**src/rtl/dma_burst_gen_pkg.sv**
```systemverilog
// rtl/dma_burst_gen_pkg.sv - shared types, constants and strobe helper for the DMA burst generator
// Purpose: burst encodings, FSM state type, 4 KB boundary constant and a
// byte-strobe range builder used by the burst calculator.
package dma_burst_gen_pkg;

    typedef enum logic [1:0] {
        BURST_FIXED = 2'b00,
        BURST_INCR  = 2'b01
    } dma_burst_e;

    typedef enum logic [1:0] {
        ST_IDLE,
        ST_CALC,
        ST_ISSUE,
        ST_DRAIN
    } dma_state_e;

    localparam int AXI_4KB  = 4096;
    localparam int STRB_MAX = 64;

    // Ones in bit positions lo..hi inclusive; callers narrow the result to BPB.
    function automatic logic [STRB_MAX-1:0] strb_range(input int lo, input int hi);
        logic [STRB_MAX-1:0] r;
        r = '0;
        for (int i = 0; i < STRB_MAX; i++) begin
            r[i] = (i >= lo) && (i <= hi);
        end
        return r;
    endfunction

endpackage

```
**src/rtl/dma_burst_gen_if.sv**
```systemverilog
// rtl/dma_burst_gen_if.sv - AXI address-phase request channel for the burst generator
// Purpose: bundles the request handshake and burst fields.
// Ports (master view): req_valid/req_addr/req_alen/req_size/req_burst/req_write/
// req_first_strb/req_last_strb out, req_ready in.
interface dma_burst_gen_if #(
    parameter int ADDR_WIDTH = 32,
    parameter int DATA_WIDTH = 32
);
    localparam int BPB = DATA_WIDTH / 8;

    logic                  req_valid;
    logic                  req_ready;
    logic [ADDR_WIDTH-1:0] req_addr;
    logic [7:0]            req_alen;
    logic [2:0]            req_size;
    logic [1:0]            req_burst;
    logic                  req_write;
    logic [BPB-1:0]        req_first_strb;
    logic [BPB-1:0]        req_last_strb;

    modport master (
        output req_valid, req_addr, req_alen, req_size, req_burst, req_write,
               req_first_strb, req_last_strb,
        input  req_ready
    );

    modport slave (
        input  req_valid, req_addr, req_alen, req_size, req_burst, req_write,
               req_first_strb, req_last_strb,
        output req_ready
    );

endinterface

```
**src/rtl/dma_burst_gen_calc.sv**
```systemverilog
// rtl/dma_burst_gen_calc.sv - combinational sizing of the next burst from the remaining descriptor
// Purpose: from current addr/bytes/mode/maxb derive aligned address, alen,
// bytes carried by the burst and first/last beat strobes.
// Ports: addr_i, bytes_i, mode_i (0 INCR, 1 FIXED), maxb_i in;
// addr_o, alen_o, bytes_this_o, first_strb_o, last_strb_o out.
module dma_burst_gen_calc
    import dma_burst_gen_pkg::*;
#(
    parameter int DATA_WIDTH  = 32,
    parameter int ADDR_WIDTH  = 32,
    parameter int BYTES_WIDTH = 32
) (
    input  logic [ADDR_WIDTH-1:0]   addr_i,
    input  logic [BYTES_WIDTH-1:0]  bytes_i,
    input  logic                    mode_i,
    input  logic [7:0]              maxb_i,
    output logic [ADDR_WIDTH-1:0]   addr_o,
    output logic [7:0]              alen_o,
    output logic [BYTES_WIDTH-1:0]  bytes_this_o,
    output logic [DATA_WIDTH/8-1:0] first_strb_o,
    output logic [DATA_WIDTH/8-1:0] last_strb_o
);
    localparam int BPB = DATA_WIDTH / 8;
    localparam int LG  = $clog2(BPB);

    logic [LG-1:0] off;
    logic [LG-1:0] last_idx;
    logic [13:0]   off_w, bytes_sat, need, to4k, maxb1, fix_beats, beats, chunk;

    function automatic logic [13:0] min14(input logic [13:0] a, input logic [13:0] b);
        return (a < b) ? a : b;
    endfunction

    assign off    = addr_i[LG-1:0];
    assign off_w  = 14'(off);
    assign addr_o = {addr_i[ADDR_WIDTH-1:LG], {LG{1'b0}}};

    // Anything beyond 4 KB can never fit one burst, so saturating keeps 14 bits exact.
    assign bytes_sat = (bytes_i > BYTES_WIDTH'(AXI_4KB)) ? 14'(AXI_4KB) : 14'(bytes_i);
    assign need      = (off_w + bytes_sat + 14'(BPB - 1)) >> LG;
    assign to4k      = (14'(AXI_4KB) - {2'b00, addr_o[11:0]}) >> LG;
    assign maxb1     = {6'd0, maxb_i} + 14'd1;
    assign fix_beats = min14(min14(bytes_sat >> LG, maxb1), 14'd16);

    // FIXED with an unaligned address stays a single partial beat every time,
    // since the address never advances.
    always_comb begin
        beats = 14'd1;
        chunk = 14'(BPB) - off_w;
        if (mode_i == 1'b0) begin
            beats = min14(min14(need, maxb1), to4k);
            chunk = (beats << LG) - off_w;
        end else if (off == '0) begin
            if (fix_beats == 14'd0) begin
                beats = 14'd1;
                chunk = bytes_sat;
            end else begin
                beats = fix_beats;
                chunk = fix_beats << LG;
            end
        end
    end

    assign bytes_this_o = (BYTES_WIDTH'(chunk) < bytes_i) ? BYTES_WIDTH'(chunk) : bytes_i;
    assign alen_o       = 8'(beats - 14'd1);
    // Byte lane of the final byte; wraps modulo BPB by width.
    assign last_idx     = off + bytes_this_o[LG-1:0] - LG'(1);

    always_comb begin
        if (beats == 14'd1) begin
            first_strb_o = BPB'(strb_range(int'(off), int'(last_idx)));
            last_strb_o  = BPB'(strb_range(int'(off), int'(last_idx)));
        end else begin
            first_strb_o = BPB'(strb_range(int'(off), BPB - 1));
            last_strb_o  = BPB'(strb_range(0, int'(last_idx)));
        end
    end

endmodule

```
**src/rtl/dma_burst_gen.sv**
```systemverilog
// rtl/dma_burst_gen.sv - descriptor to AXI address-phase burst sequencer
// Purpose: splits one descriptor into 4 KB-safe bursts, limits outstanding
// bursts, drains on completion or abort.
// Ports: clk, rst; start_valid_i/start_ready_o/start_addr_i/start_bytes_i/
// start_mode_i/maxb_i descriptor in; abort_i; req_m request channel (master);
// txn_done_i; outst_o, done_o, aborted_o status out.
module dma_burst_gen
    import dma_burst_gen_pkg::*;
#(
    parameter int DATA_WIDTH  = 32,
    parameter int ADDR_WIDTH  = 32,
    parameter int BYTES_WIDTH = 32,
    parameter int MAX_OUTST   = 4,
    parameter int STREAM_TYPE = 0
) (
    input  logic                   clk,
    input  logic                   rst,
    input  logic                   start_valid_i,
    output logic                   start_ready_o,
    input  logic [ADDR_WIDTH-1:0]  start_addr_i,
    input  logic [BYTES_WIDTH-1:0] start_bytes_i,
    input  logic                   start_mode_i,
    input  logic [7:0]             maxb_i,
    input  logic                   abort_i,
    dma_burst_gen_if.master        req_m,
    input  logic                   txn_done_i,
    output logic [4:0]             outst_o,
    output logic                   done_o,
    output logic                   aborted_o
);
    localparam int BPB = DATA_WIDTH / 8;
    localparam int LG  = $clog2(BPB);

    dma_state_e             state_q, state_d;
    dma_burst_e             burst_q, burst_d;
    logic [ADDR_WIDTH-1:0]  addr_q, addr_d, raddr_q, raddr_d, c_addr;
    logic [BYTES_WIDTH-1:0] bytes_q, bytes_d, bt_q, bt_d, c_bt;
    logic [7:0]             maxb_q, maxb_d, alen_q, alen_d, c_alen;
    logic [BPB-1:0]         first_q, first_d, last_q, last_d, c_first, c_last;
    logic [4:0]             outst_q, outst_d;
    logic                   mode_q, mode_d, aborted_q, aborted_d;
    logic                   req_valid, accept, dec;

    dma_burst_gen_calc #(
        .DATA_WIDTH  (DATA_WIDTH),
        .ADDR_WIDTH  (ADDR_WIDTH),
        .BYTES_WIDTH (BYTES_WIDTH)
    ) u_calc (
        .addr_i       (addr_q),
        .bytes_i      (bytes_q),
        .mode_i       (mode_q),
        .maxb_i       (maxb_q),
        .addr_o       (c_addr),
        .alen_o       (c_alen),
        .bytes_this_o (c_bt),
        .first_strb_o (c_first),
        .last_strb_o  (c_last)
    );

    // outst cannot rise while waiting for ready, so valid never drops once shown.
    assign req_valid = (state_q == ST_ISSUE) && (outst_q < 5'(MAX_OUTST));
    assign accept    = req_valid && req_m.req_ready;
    assign dec       = txn_done_i && (outst_q != 5'd0);
    assign outst_d   = outst_q + {4'd0, accept} - {4'd0, dec};

    always_comb begin
        state_d   = state_q;
        addr_d    = addr_q;
        bytes_d   = bytes_q;
        mode_d    = mode_q;
        maxb_d    = maxb_q;
        aborted_d = aborted_q;
        raddr_d   = raddr_q;
        alen_d    = alen_q;
        burst_d   = burst_q;
        first_d   = first_q;
        last_d    = last_q;
        bt_d      = bt_q;
        case (state_q)
            ST_IDLE: begin
                if (start_valid_i) begin
                    addr_d    = start_addr_i;
                    bytes_d   = start_bytes_i;
                    mode_d    = start_mode_i;
                    maxb_d    = maxb_i;
                    aborted_d = 1'b0;
                    state_d   = (start_bytes_i == '0) ? ST_DRAIN : ST_CALC;
                end
            end
            ST_CALC: begin
                if (abort_i) begin
                    aborted_d = 1'b1;
                    state_d   = ST_DRAIN;
                end else begin
                    raddr_d = c_addr;
                    alen_d  = c_alen;
                    burst_d = mode_q ? BURST_FIXED : BURST_INCR;
                    first_d = c_first;
                    last_d  = c_last;
                    bt_d    = c_bt;
                    state_d = ST_ISSUE;
                end
            end
            ST_ISSUE: begin
                if (accept) begin
                    bytes_d = bytes_q - bt_q;
                    if (!mode_q) begin
                        addr_d = addr_q + ADDR_WIDTH'(bt_q);
                    end
                    if (abort_i || aborted_q || (bytes_q == bt_q)) begin
                        aborted_d = aborted_q | abort_i;
                        state_d   = ST_DRAIN;
                    end else begin
                        state_d = ST_CALC;
                    end
                end else if (abort_i) begin
                    // A visible request must still complete its handshake.
                    aborted_d = 1'b1;
                    if (!req_valid) begin
                        state_d = ST_DRAIN;
                    end
                end
            end
            ST_DRAIN: begin
                if (abort_i) begin
                    aborted_d = 1'b1;
                end
                if (outst_q == 5'd0) begin
                    state_d = ST_IDLE;
                end
            end
            default: state_d = ST_IDLE;
        endcase
    end

    always_ff @(posedge clk) begin
        if (rst) begin
            state_q   <= ST_IDLE;
            burst_q   <= BURST_FIXED;
            addr_q    <= '0;
            raddr_q   <= '0;
            bytes_q   <= '0;
            bt_q      <= '0;
            maxb_q    <= '0;
            alen_q    <= '0;
            first_q   <= '0;
            last_q    <= '0;
            outst_q   <= '0;
            mode_q    <= 1'b0;
            aborted_q <= 1'b0;
        end else begin
            state_q   <= state_d;
            burst_q   <= burst_d;
            addr_q    <= addr_d;
            raddr_q   <= raddr_d;
            bytes_q   <= bytes_d;
            bt_q      <= bt_d;
            maxb_q    <= maxb_d;
            alen_q    <= alen_d;
            first_q   <= first_d;
            last_q    <= last_d;
            outst_q   <= outst_d;
            mode_q    <= mode_d;
            aborted_q <= aborted_d;
        end
    end

    assign start_ready_o        = (state_q == ST_IDLE);
    assign req_m.req_valid      = req_valid;
    assign req_m.req_addr       = raddr_q;
    assign req_m.req_alen       = alen_q;
    assign req_m.req_size       = 3'(LG);
    assign req_m.req_burst      = burst_q;
    assign req_m.req_write      = (STREAM_TYPE != 0);
    assign req_m.req_first_strb = first_q;
    assign req_m.req_last_strb  = last_q;
    assign outst_o              = outst_q;
    assign done_o               = (state_q == ST_DRAIN) && (outst_q == 5'd0);
    assign aborted_o            = done_o && aborted_q;

    txn_done_underflow: assert property (@(posedge clk) disable iff (rst)
        txn_done_i |-> (outst_q != 5'd0));

endmodule

```
**src/flat_wrapper.sv**
```systemverilog
// flat-port wrapper written by rule: the top's interface ports become plain ports
module dma_burst_gen_flat import dma_burst_gen_pkg::*;
#(
    parameter int DATA_WIDTH  = 32,
    parameter int ADDR_WIDTH  = 32,
    parameter int BYTES_WIDTH = 32,
    parameter int MAX_OUTST   = 4,
    parameter int STREAM_TYPE = 0
)
  (clk, rst, start_valid_i, start_ready_o, start_addr_i, start_bytes_i, start_mode_i, maxb_i, abort_i, txn_done_i, outst_o, done_o, aborted_o, req_m_req_valid, req_m_req_addr, req_m_req_alen, req_m_req_size, req_m_req_burst, req_m_req_write, req_m_req_first_strb, req_m_req_last_strb, req_m_req_ready);
  dma_burst_gen_if #(.ADDR_WIDTH(ADDR_WIDTH), .DATA_WIDTH(DATA_WIDTH)) req_m_i ();
  input  logic clk;
  input  logic rst;
  input  logic start_valid_i;
  output logic start_ready_o;
  input  logic [ADDR_WIDTH-1:0] start_addr_i;
  input  logic [BYTES_WIDTH-1:0] start_bytes_i;
  input  logic start_mode_i;
  input  logic [7:0] maxb_i;
  input  logic abort_i;
  input  logic txn_done_i;
  output logic [4:0] outst_o;
  output logic done_o;
  output logic aborted_o;
  output wire logic [$bits(req_m_i.req_valid)-1:0] req_m_req_valid;
  output wire logic [$bits(req_m_i.req_addr)-1:0] req_m_req_addr;
  output wire logic [$bits(req_m_i.req_alen)-1:0] req_m_req_alen;
  output wire logic [$bits(req_m_i.req_size)-1:0] req_m_req_size;
  output wire logic [$bits(req_m_i.req_burst)-1:0] req_m_req_burst;
  output wire logic [$bits(req_m_i.req_write)-1:0] req_m_req_write;
  output wire logic [$bits(req_m_i.req_first_strb)-1:0] req_m_req_first_strb;
  output wire logic [$bits(req_m_i.req_last_strb)-1:0] req_m_req_last_strb;
  input wire logic [$bits(req_m_i.req_ready)-1:0] req_m_req_ready;
  assign req_m_req_valid = req_m_i.req_valid;
  assign req_m_req_addr = req_m_i.req_addr;
  assign req_m_req_alen = req_m_i.req_alen;
  assign req_m_req_size = req_m_i.req_size;
  assign req_m_req_burst = req_m_i.req_burst;
  assign req_m_req_write = req_m_i.req_write;
  assign req_m_req_first_strb = req_m_i.req_first_strb;
  assign req_m_req_last_strb = req_m_i.req_last_strb;
  assign req_m_i.req_ready = req_m_req_ready;
  dma_burst_gen #(.DATA_WIDTH(DATA_WIDTH), .ADDR_WIDTH(ADDR_WIDTH), .BYTES_WIDTH(BYTES_WIDTH), .MAX_OUTST(MAX_OUTST), .STREAM_TYPE(STREAM_TYPE)) u_core (.clk(clk), .rst(rst), .start_valid_i(start_valid_i), .start_ready_o(start_ready_o), .start_addr_i(start_addr_i), .start_bytes_i(start_bytes_i), .start_mode_i(start_mode_i), .maxb_i(maxb_i), .abort_i(abort_i), .req_m(req_m_i), .txn_done_i(txn_done_i), .outst_o(outst_o), .done_o(done_o), .aborted_o(aborted_o));
endmodule
```
**config.mk**
```make
export PLATFORM = sky130hd
export DESIGN_NAME = dma_burst_gen_flat
export DESIGN_NICKNAME = d
export VERILOG_FILES = /design/src/rtl/dma_burst_gen_pkg.sv /design/src/rtl/dma_burst_gen_if.sv /design/src/rtl/dma_burst_gen_calc.sv /design/src/rtl/dma_burst_gen.sv /design/src/flat_wrapper.sv
export SDC_FILE = /design/constraint.sdc
export NUM_CORES = 1
export LEC_CHECK = 0
export BUFFER_PORTS_ARGS = -buffer_cell sky130_fd_sc_hd__buf_4
export CORE_MARGIN = 2
export CORE_UTILIZATION = 40
export DETAILED_ROUTE_END_ITERATION = 16
export PLACE_DENSITY_LB_ADDON = 0.12
export SLEW_MARGIN = 0
export SYNTH_ARGS = -nofsm -noshare
export SYNTH_HDL_FRONTEND = slang
export SYNTH_SLANG_ARGS = --single-unit
```
**constraint.sdc**
```tcl
create_clock -name clk -period 10.16 [get_ports clk]
set_input_delay 1.524 -clock clk [delete_from_list [all_inputs] [get_ports clk]]
set_output_delay 1.524 -clock clk [all_outputs]
set_load 0.05 [all_outputs]
```
==> flow_summary.ini, run 1 <==
[yosys]
syn_area_per_cell_sq_um = 7.521
ys_seq_area_share_pct = 25.15
ys_warn_count = 0
synthTopCellsByCount = nand2_1, a21oi_1, dfxtp_1
syn_area_sq_mm = 0.01273
ys_async_sr_fraction_pct = 0
yosysMostFrequentCell = nand2_1
synth_edf_count = 0
synthCells = 1693
synth_ff_type = dfxtp_1
ys_top_cells_by_area = dfxtp_1, ha_1, nand2_1, a21oi_1, nor2_1
yosysTopAreaCell = dfxtp_1
yosysTopAreaCellShare_pct = 25.15
synth.distinct_cells = 98
ys_ff_latch = 160

[floorplanning]
core_sq_mm = 0.03147
die_y_um = 182.4
die_w_um = 182.4
ioPinCount = 142
dieArea_sq_mm = 0.03328
initial_core_util_pct = 40.46
rows = 65

[cts]
cts_tree = yes
postCtsHoldBufs = 0
root_buffer = clkbuf_16
cts_buffer_depth = 2
path_clk_slew_ns = 0.07
clock_latency_ns = 0.46
cts_sinks = 160
numCtsBuffers = 17
htreeDepth = 4

[timing]
tightest_slew_ns = 1.169
slew_headroom_pct = 21.85
skew_ns = 0.01505
setup_viol = 0
slew_violations = 0
finalHoldViolCount = 0
fin_crit_ns = 9.439
fin_tns_setup_ns = 0
fmax_mhz = 105.9
fin_crit_sh_pct = 92.90
whs_ns = 0.4554

[pwr]
swShare_pct = 49.14
combPwrFrac_pct = 61.1
power_density_mw_per_mm2 = 271.3
switchingPower_mw = 1.974
p_clk_share_pct = 16.3
p_seq_share_pct = 22.6
leakage_nw = 6.162
irDropWorstVdd_v = 0.0001499
p_int_mw = 2.042

[setup_path]
worstPathMaxFanout = 10
r2r.worst_path.cells = 40
endpoint = u_core.req_m.req_first_strb[2]
start_kind = register
cp_num_cells = 40
regToRegEndpoint = u_core.req_m.req_first_strb[2]
worstPathArrival_ns = 9.82
cp-startpoint = u_core.bytes_q[3]
critPathMaxStageDelay_ns = 0.48
crit_buf_inv = 3
reg2reg_from = u_core.bytes_q[3]
r2r_setup_slack_ns = 0.72
cp_slowest_cell = o21ai_0
critical_path_required_ns = 10.54
critical-path-top-delay-family = compound AO/OA/AOI/OAI gates
worstSetupPathType = register to register
end_kind = register

[place]
place.gp.congestion = 0.9067
dp_hpwl_um = 34760
port_buffers = 134
dp.cells = 2177

[layout]
drive_above_1_share_pct = 14.25
fin_nets = 1997
antenna_cells = 0
syn2layout_area_growth_pct = 16.24
fin_cells = 2212

[route]
dr.first_iter.drc_count = 980
num_vias = 12780
firstDrtPassIters = 7
via_per_inst = 5.779
wl_per_cell_um = 20.48
drtAntennaViolNets = 0
wl_um = 45290
drc = 0

[outcome]
outcome = complete, no violations

[global_route]
antenna_found_initial = 0
grt_use_total_pct = 27.39
grt_pass1_vias = 12450
grt_max_degree = 86
grt_overflow = 0
grt_pass1_wl_um = 70700

[worst_hold_path]
holdCritPathClass = register to register

[flow_run]
drv_cap = 0
repair_timing:
item	CTS	global route
buffers inserted	0	2
endpoints found under the setup margin	0	13
resized for setup	0	9
layer usage:
metal  track usage, %  wire [um]
met1            35.35      20600
met2            47.25      21970
met3            3.373       1433
met4            9.290       1289
met5                0          0
stage by stage:
stage	utilization (%)	instance area (sq um)	power, mW	worst slack, ns
after global placement	44.98	14160	3.320	0.6180
after CTS	46.81	14730	3.992	0.4302
after global routing	47.03	14800	4.324	-0.02108
after detailed placement	44.98	14160	3.321	0.4766
after floorplan	-	12760	2.633	0.6057
final	47.03	14800	4.016	0.7215
placed cells by master (no fill, tap or decap), types with 12 or more instances in the layout:
cell type,Yosys,final
dfxtp_1,160,160
nand4_1,15,15
nor2_1,143,142
a31oi_1,18,17
nand2_1,229,228
a211oi_1,44,43
inv_1,92,92
or3_1,12,12
clkbuf_16,0,17
xnor2_1,55,55
nor3_1,64,63
o31ai_1,12,12
nor4_1,26,24
nor2b_1,15,14
xor2_1,30,30
o21ai_0,84,83
a21o_1,35,35
buf_4,7,167
a311oi_1,27,27
and3_1,13,13
o21a_1,13,13
nand3_1,35,35
nand2b_1,15,14
ha_1,117,117
a21oi_1,162,160
cells by family (layout without fill, tap and decap cells):
| logic type | after synthesis | count (layout) | share of synthesized area, % |
|---|---|---|---|
| adder cells (fa/ha/maj) | 121 | 121 | 12.13 |
| other | 2 | 9 | 0.05898 |
| XOR/XNOR | 86 | 86 | 5.974 |
| flip-flops | 160 | 160 | 25.15 |
| AO/OA/AOI/OAI | 510 | 510 | 26.85 |
| AND/OR/NAND/NOR | 612 | 613 | 22.62 |
| multiplexers | 17 | 17 | 1.444 |
| buffers and inverters | 185 | 294 | 5.768 |
worst register-to-register path, delay by kind of cell (launching register included):
| kind | cells | cell delay [ns] |
|---|---|---|
| simple gates | 10 | 2.02 |
| compound gates | 21 | 4.70 |
| flops | 1 | 0.44 |
| xor+xnor | 1 | 0.11 |
| buf+inv | 3 | 0.51 |
| fa+ha+maj | 4 | 1.16 |
| mux | 1 | 0.41 |
final cells by class:
| class | count | area [sq um] |
|---|---|---|
| clock inverter | 12 | 130.1 |
| inverter | 95 | 356.6 |
| sequential | 160 | 3203 |
| multi-input combinational | 1356 | 8909 |
| tap | 402 | 503.0 |
| fill | 3243 | 16670 |
| timing repair buffer | 167 | 1254 |
| clock buffer | 20 | 446.7 |
power groups by stage:
stage	logic, mW	clock network [mW]	registers [mW]
detailed placement	2.40	0	0.918
floorplan	1.71	0	0.927
finish	2.45	0.655	0.908
global placement	2.40	0	0.916
CTS	2.42	0.672	0.904
global route	2.70	0.701	0.925
flip-flops by register name, indices dropped and copies added (netlist names):
| register | flops |
|---|---|
| u_core.addr_q | 32 |
| u_core.bt_q | 32 |
| u_core.bytes_q | 32 |
| u_core.req_m.req_addr | 30 |
| u_core.maxb_q | 8 |
| u_core.req_m.req_alen | 8 |
| u_core.outst_o | 5 |
| u_core.req_m.req_first_strb | 4 |
| u_core.req_m.req_last_strb | 4 |
| u_core.state_q | 2 |
| u_core.aborted_q | 1 |
| u_core.mode_q | 1 |
| u_core.req_m.req_burst | 1 |
worst min path at each step:
| stage | startpoint | to | slack, ns | depth (start not counted) |
|---|---|---|---|---|
| 2_1_floorplan | u_core.bt_q[3] | u_core.bt_q[3] | 0.44 | 2 |
| 3_3_place_gp | u_core.req_m.req_alen[1] | u_core.req_m.req_alen[1] | 0.45 | 2 |
| 3_5_place_dp | u_core.req_m.req_addr[31] | u_core.req_m.req_addr[31] | 0.45 | 2 |
| 4_1_cts | u_core.req_m.req_first_strb[0] | u_core.req_m.req_first_strb[0] | 0.46 | 2 |
| 5_1_grt | u_core.req_m.req_alen[1] | u_core.req_m.req_alen[1] | 0.48 | 2 |
| 6_report | u_core.req_m.req_first_strb[0] | u_core.req_m.req_first_strb[0] | 0.46 | 2 |
Note: power is estimated with default switching activity, not from simulation.
==> inputs of run 2 (changes only) <==
--- a/config.mk
+++ b/config.mk
@@ -9,6 +9,7 @@
 export CORE_MARGIN = 2
 export CORE_UTILIZATION = 40
 export DETAILED_ROUTE_END_ITERATION = 16
+export MAX_ROUTING_LAYER = met4
 export PLACE_DENSITY_LB_ADDON = 0.12
 export SLEW_MARGIN = 0
 export SYNTH_ARGS = -nofsm -noshare
==> run 2 against run 1 <==
  * Combinational power barely moved
  * Global-route usage rose by 0.83 points
  * First-iteration DRC count fell by 5.7%
  * Critical path type unchanged
  * Power fell by 0.24%
  * Highest routed layer unchanged
==> flow_summary.ini, run 2 (synthesized netlist as in run 1, its figures left out) <==
[outcome]
outcome = complete, no violations

[global_route]
grt_pass1_wl_um = 70480
grt_overflow = 0
grt_pass1_vias = 12380
grt_use_total_pct = 28.21
antenna_found_initial = 0
grt_max_degree = 86

[floorplanning]
die_w_um = 182.4
die_y_um = 182.4
ioPinCount = 142
rows = 65
initial_core_util_pct = 40.46
dieArea_sq_mm = 0.03328
core_sq_mm = 0.03147

[cts]
path_clk_slew_ns = 0.07
cts_sinks = 160
cts_tree = yes
root_buffer = clkbuf_16
htreeDepth = 4
clock_latency_ns = 0.46
cts_buffer_depth = 2
numCtsBuffers = 17

[route]
num_vias = 12940
firstDrtPassIters = 6
drc = 0
via_per_inst = 5.847
drtAntennaViolNets = 0
wl_per_cell_um = 20.69
dr.first_iter.drc_count = 924
wl_um = 45780

[layout]
final.fill_count = 3266
layout_commonest_cell = nand2_1
fin_nets = 1998
reg_top3 = u_core.addr_q: 32 flops, u_core.bt_q: 32 flops, u_core.bytes_q: 32 flops
antenna_cells = 0
multi_input_area_sq_mm = 0.008924
final_core_util_pct = 47.09
seqCellArea_sq_mm = 0.003203
layout_common_cells = nand2_1, buf_4, a21oi_1, dfxtp_1, nor2_1
syn2layout_area_growth_pct = 16.39
drive_above_1_share_pct = 14.47
final_cell_area_sq_mm = 0.01482

[flow_run]
drv_cap = 0

[timing]
slew_headroom_pct = 21.32
fin_crit_sh_pct = 93.58
skew_ns = 0.01477
whs_ns = 0.4569
fmax_mhz = 105.2
slew_violations = 0
fin_crit_ns = 9.508
setup_viol = 0
worst_slack_ns = 0.6522
finalHoldViolCount = 0
tightest_slew_ns = 1.164

[place]
dp_hpwl_um = 34740
dpl_cell_area_sq_mm = 0.01413
place_ws_ns = 0.4627
port_buffers = 134
place.gp.congestion = 0.9325

[pwr]
leakage_nw = 6.172
irDropWorstVdd_v = 0.0001475
power_density_mw_per_mm2 = 270.3

[setup_path]
cp_slowest_cell = dfxtp_1
end_kind = register
regToRegEndpoint = u_core.req_m.req_first_strb[2]
reg2reg_from = u_core.bytes_q[4]
worstPathArrival_ns = 9.89
worstSetupPathType = register to register
critical_path_required_ns = 10.54
r2r_setup_slack_ns = 0.65
critPathMaxStageDelay_ns = 0.47
path_common_cell = ha_1
worstPathMaxFanout = 10
start_kind = register
r2r.worst_path.cells = 45

[worst_hold_path]
min-delay-start = u_core.req_m.req_first_strb[0]
hold_depth = 2
min_to = u_core.req_m.req_first_strb[0]
holdCritPathClass = register to register
run 2: power by group:
group / internal, mW / total, mW / switching [mW]
registers: 0.742 / 0.908 / 0.166
clock network: 0.330 / 0.637 / 0.307
logic: 0.963 / 2.46 / 1.50
run 2: area by class of cell:
cell class              count  area share, %
multi-input cells        1356          60.21
repair buffers            168          8.594
well taps                 402          3.394
clock inverters            12         0.7007
clock buffers              20          3.081
flip-flops and latches    160          21.61
inverters                  95          2.406
run 2: stage by stage:
stage | instances | TNS, ns | total power, mW
2_1_floorplan | 1700 | 0 | 2.633
3_3_place_gp | 2173 | 0 | 3.313
3_5_place_dp | 2173 | 0 | 3.307
4_1_cts | 2205 | 0 | 3.958
5_1_grt | 2213 | -0.01785 | 4.303
6_report | 2213 | 0 | 4.007
run 2: worst max-delay path, delay by kind of cell (launching register included):
family                   cells  cell delay [ns]
AND/OR/NAND/NOR             11             1.72
AO/OA/AOI/OAI               19             4.19
adder cells (fa/ha/maj)      5             1.23
flip-flops                   1             0.47
multiplexers                 2             0.55
buffers and inverters        6             0.92
XOR/XNOR                     2             0.35
run 2: repair_timing:
item	in CTS	in global routing
setup buffers	0	7
hold buffers	0	0
setup endpoints to repair	0	14
gates resized for setup	0	12
run 2: per-layer routing:
layer,vias to the layer above,track usage [%],wire [um]
met4,0,9.613,1247
met5,-,-,0
met2,342,46.60,22030
met1,6194,35.49,20570
met3,68,3.871,1927
li1,6335,-,-
run 2: worst max-delay path by stage:
| stage | slack [ns] | cells after the start | to | from |
|---|---|---|---|---|
| 2_1_floorplan | 0.61 | 43 | u_core.req_m.req_first_strb[2] | u_core.bytes_q[3] |
| 3_3_place_gp | 0.65 | 39 | u_core.req_m.req_first_strb[2] | u_core.bytes_q[9] |
| 3_5_place_dp | 0.46 | 41 | u_core.req_m.req_first_strb[2] | u_core.bytes_q[3] |
| 4_1_cts | 0.38 | 41 | u_core.req_m.req_first_strb[2] | u_core.bytes_q[3] |
| 5_1_grt | -0.02 | 45 | u_core.req_m.req_first_strb[2] | u_core.bytes_q[4] |
| 6_report | 0.65 | 45 | u_core.req_m.req_first_strb[2] | u_core.bytes_q[4] |
==> inputs of run 3 (changes only) <==
==> constraint.sdc (replaced) <==
create_clock -name clk -period 10.16 [get_ports clk]
set_input_delay 0.508 -clock clk [delete_from_list [all_inputs] [get_ports clk]]
set_output_delay 0.508 -clock clk [all_outputs]
set_load 0.05 [all_outputs]
==> run 3 against run 2 <==
  * Clock skew fell by 0.0039 ns
  * Critical path depth shrank 3
  * Cell area hardly changed
==> flow_summary.ini, run 3 (synthesized netlist as in run 1, its figures left out) <==
[route]
drc = 0
firstDrtPassIters = 5
drtAntennaViolNets = 0
via_per_inst = 5.806
wl_per_cell_um = 20.71
num_vias = 12850
dr.first_iter.drc_count = 811
wl_um = 45830

[setup_path]
regToRegEndpoint = u_core.req_m.req_first_strb[2]
critPathMaxStageDelay_ns = 0.45
cp_slowest_cell = dfxtp_1
reg2reg_from = u_core.bytes_q[8]
start_kind = register
worstPathArrival_ns = 9.90
worstSetupPathType = register to register
endpoint = u_core.req_m.req_first_strb[2]
path_common_cell = ha_1
critical_path_required_ns = 10.54
cp-startpoint = u_core.bytes_q[8]
cp_num_cells = 42
r2r_setup_slack_ns = 0.64
critical-path-top-delay-family = compound AO/OA/AOI/OAI gates
end_kind = register
crit_buf_inv = 2
r2r.worst_path.cells = 42
worstPathMaxFanout = 8

[timing]
finalHoldViolCount = 0
fin_crit_ns = 9.521
slew_headroom_pct = 13.93
fin_tns_setup_ns = 0
fin_crit_sh_pct = 93.71
whs_ns = 0.3073
tightest_slew_ns = 1.273
slew_violations = 0
fmax_mhz = 105.0
setup_viol = 0
worst_slack_ns = 0.6395
skew_ns = 0.01083

[layout]
antenna_cells = 0
multi_input_area_sq_mm = 0.008929
syn2layout_area_growth_pct = 16.40
layout_commonest_cell = nand2_1
fin_nets = 1998
layout_common_cells = nand2_1, buf_4, a21oi_1, dfxtp_1, nor2_1
final_core_util_pct = 47.09
reg_top3 = u_core.addr_q: 32 flops, u_core.bt_q: 32 flops, u_core.bytes_q: 32 flops
final_cell_area_sq_mm = 0.01482
final.fill_count = 3246
seqCellArea_sq_mm = 0.003204
drive_above_1_share_pct = 14.69

[flow_run]
drv_cap = 0

[floorplanning]
die_w_um = 182.4
initial_core_util_pct = 40.46
ioPinCount = 142
rows = 65
die_y_um = 182.4
dieArea_sq_mm = 0.03328
core_sq_mm = 0.03147

[outcome]
outcome = complete, no violations

[global_route]
grt_overflow = 0
grt_max_degree = 86
grt_pass1_wl_um = 70940
grt_pass1_vias = 12340
grt_use_total_pct = 28.32
antenna_found_initial = 0

[cts]
path_clk_slew_ns = 0.07
root_buffer = clkbuf_16
cts_sinks = 160
postCtsHoldBufs = 0
cts_buffer_depth = 2
numCtsBuffers = 17
clock_latency_ns = 0.45
cts_tree = yes
htreeDepth = 4

[pwr]
power_density_mw_per_mm2 = 270.5
irDropWorstVdd_v = 0.0001506
leakage_nw = 6.181

[place]
dpl_cell_area_sq_mm = 0.01415
place.gp.congestion = 0.9208
port_buffers = 134
dp_hpwl_um = 35040
place_ws_ns = 0.4861

[worst_hold_path]
holdCritPathClass = input port to register
[run 3: where the power goes]
group | total, mW | internal [mW] | leakage, nW | switching [mW]
sequential | 0.910 | 0.742 | 1.31 | 0.167
clock | 0.644 | 0.329 | 0.279 | 0.316
combinational | 2.45 | 0.955 | 4.59 | 1.50
[run 3: cell type report]
type                            count  area share, %
Timing Repair Buffer              168          8.509
Clock inverter                     14         0.8695
Tap cell                          402          3.394
Sequential cell                   160          21.62
Inverter                           95          2.406
Multi-Input combinational cell   1356          60.24
Clock buffer                       18          2.963
[run 3: worst min path at each step]
stage                                  start                  endpoint  slack [ns]  depth (start not counted)
global route                       maxb_i[6]          u_core.maxb_q[6]        0.30                          3
detailed placement  u_core.req_m.req_alen[1]  u_core.req_m.req_alen[1]        0.45                          2
finish                             maxb_i[6]          u_core.maxb_q[6]        0.31                          3
global placement    u_core.req_m.req_alen[1]  u_core.req_m.req_alen[1]        0.44                          2
floorplan                     u_core.bt_q[3]            u_core.bt_q[3]        0.44                          2
CTS                                maxb_i[6]          u_core.maxb_q[6]        0.29                          3
[run 3: tightest hold or removal path, cell delays in order]
cell,delay (ns)
buf_4,0.11
nand2_1,0.04
a21oi_1,0.05
[run 3: repair_timing]
| action | 4_1_cts | 5_1_grt |
|---|---|---|
| resized for setup | 0 | 15 |
| buffers inserted | 0 | 3 |
| endpoints found under the setup margin | 0 | 14 |
[run 3: routing by layer]
layer | share of wire [%] | routed length, um | GRT usage [%]
met4 | 3.1 | 1442 | 9.839
met5 | 0 | 0 | -
met1 | 45 | 20620 | 35.52
met2 | 48 | 22130 | 47.44
met3 | 3.6 | 1639 | 3.073
[run 3: through the flow]
stage / cells / total power [mW]
after global placement: 2177 / 3.316
after floorplan: 1700 / 2.633
after CTS: 2209 / 3.969
after global routing: 2213 / 4.318
after detailed placement: 2177 / 3.309
final: 2213 / 4.009
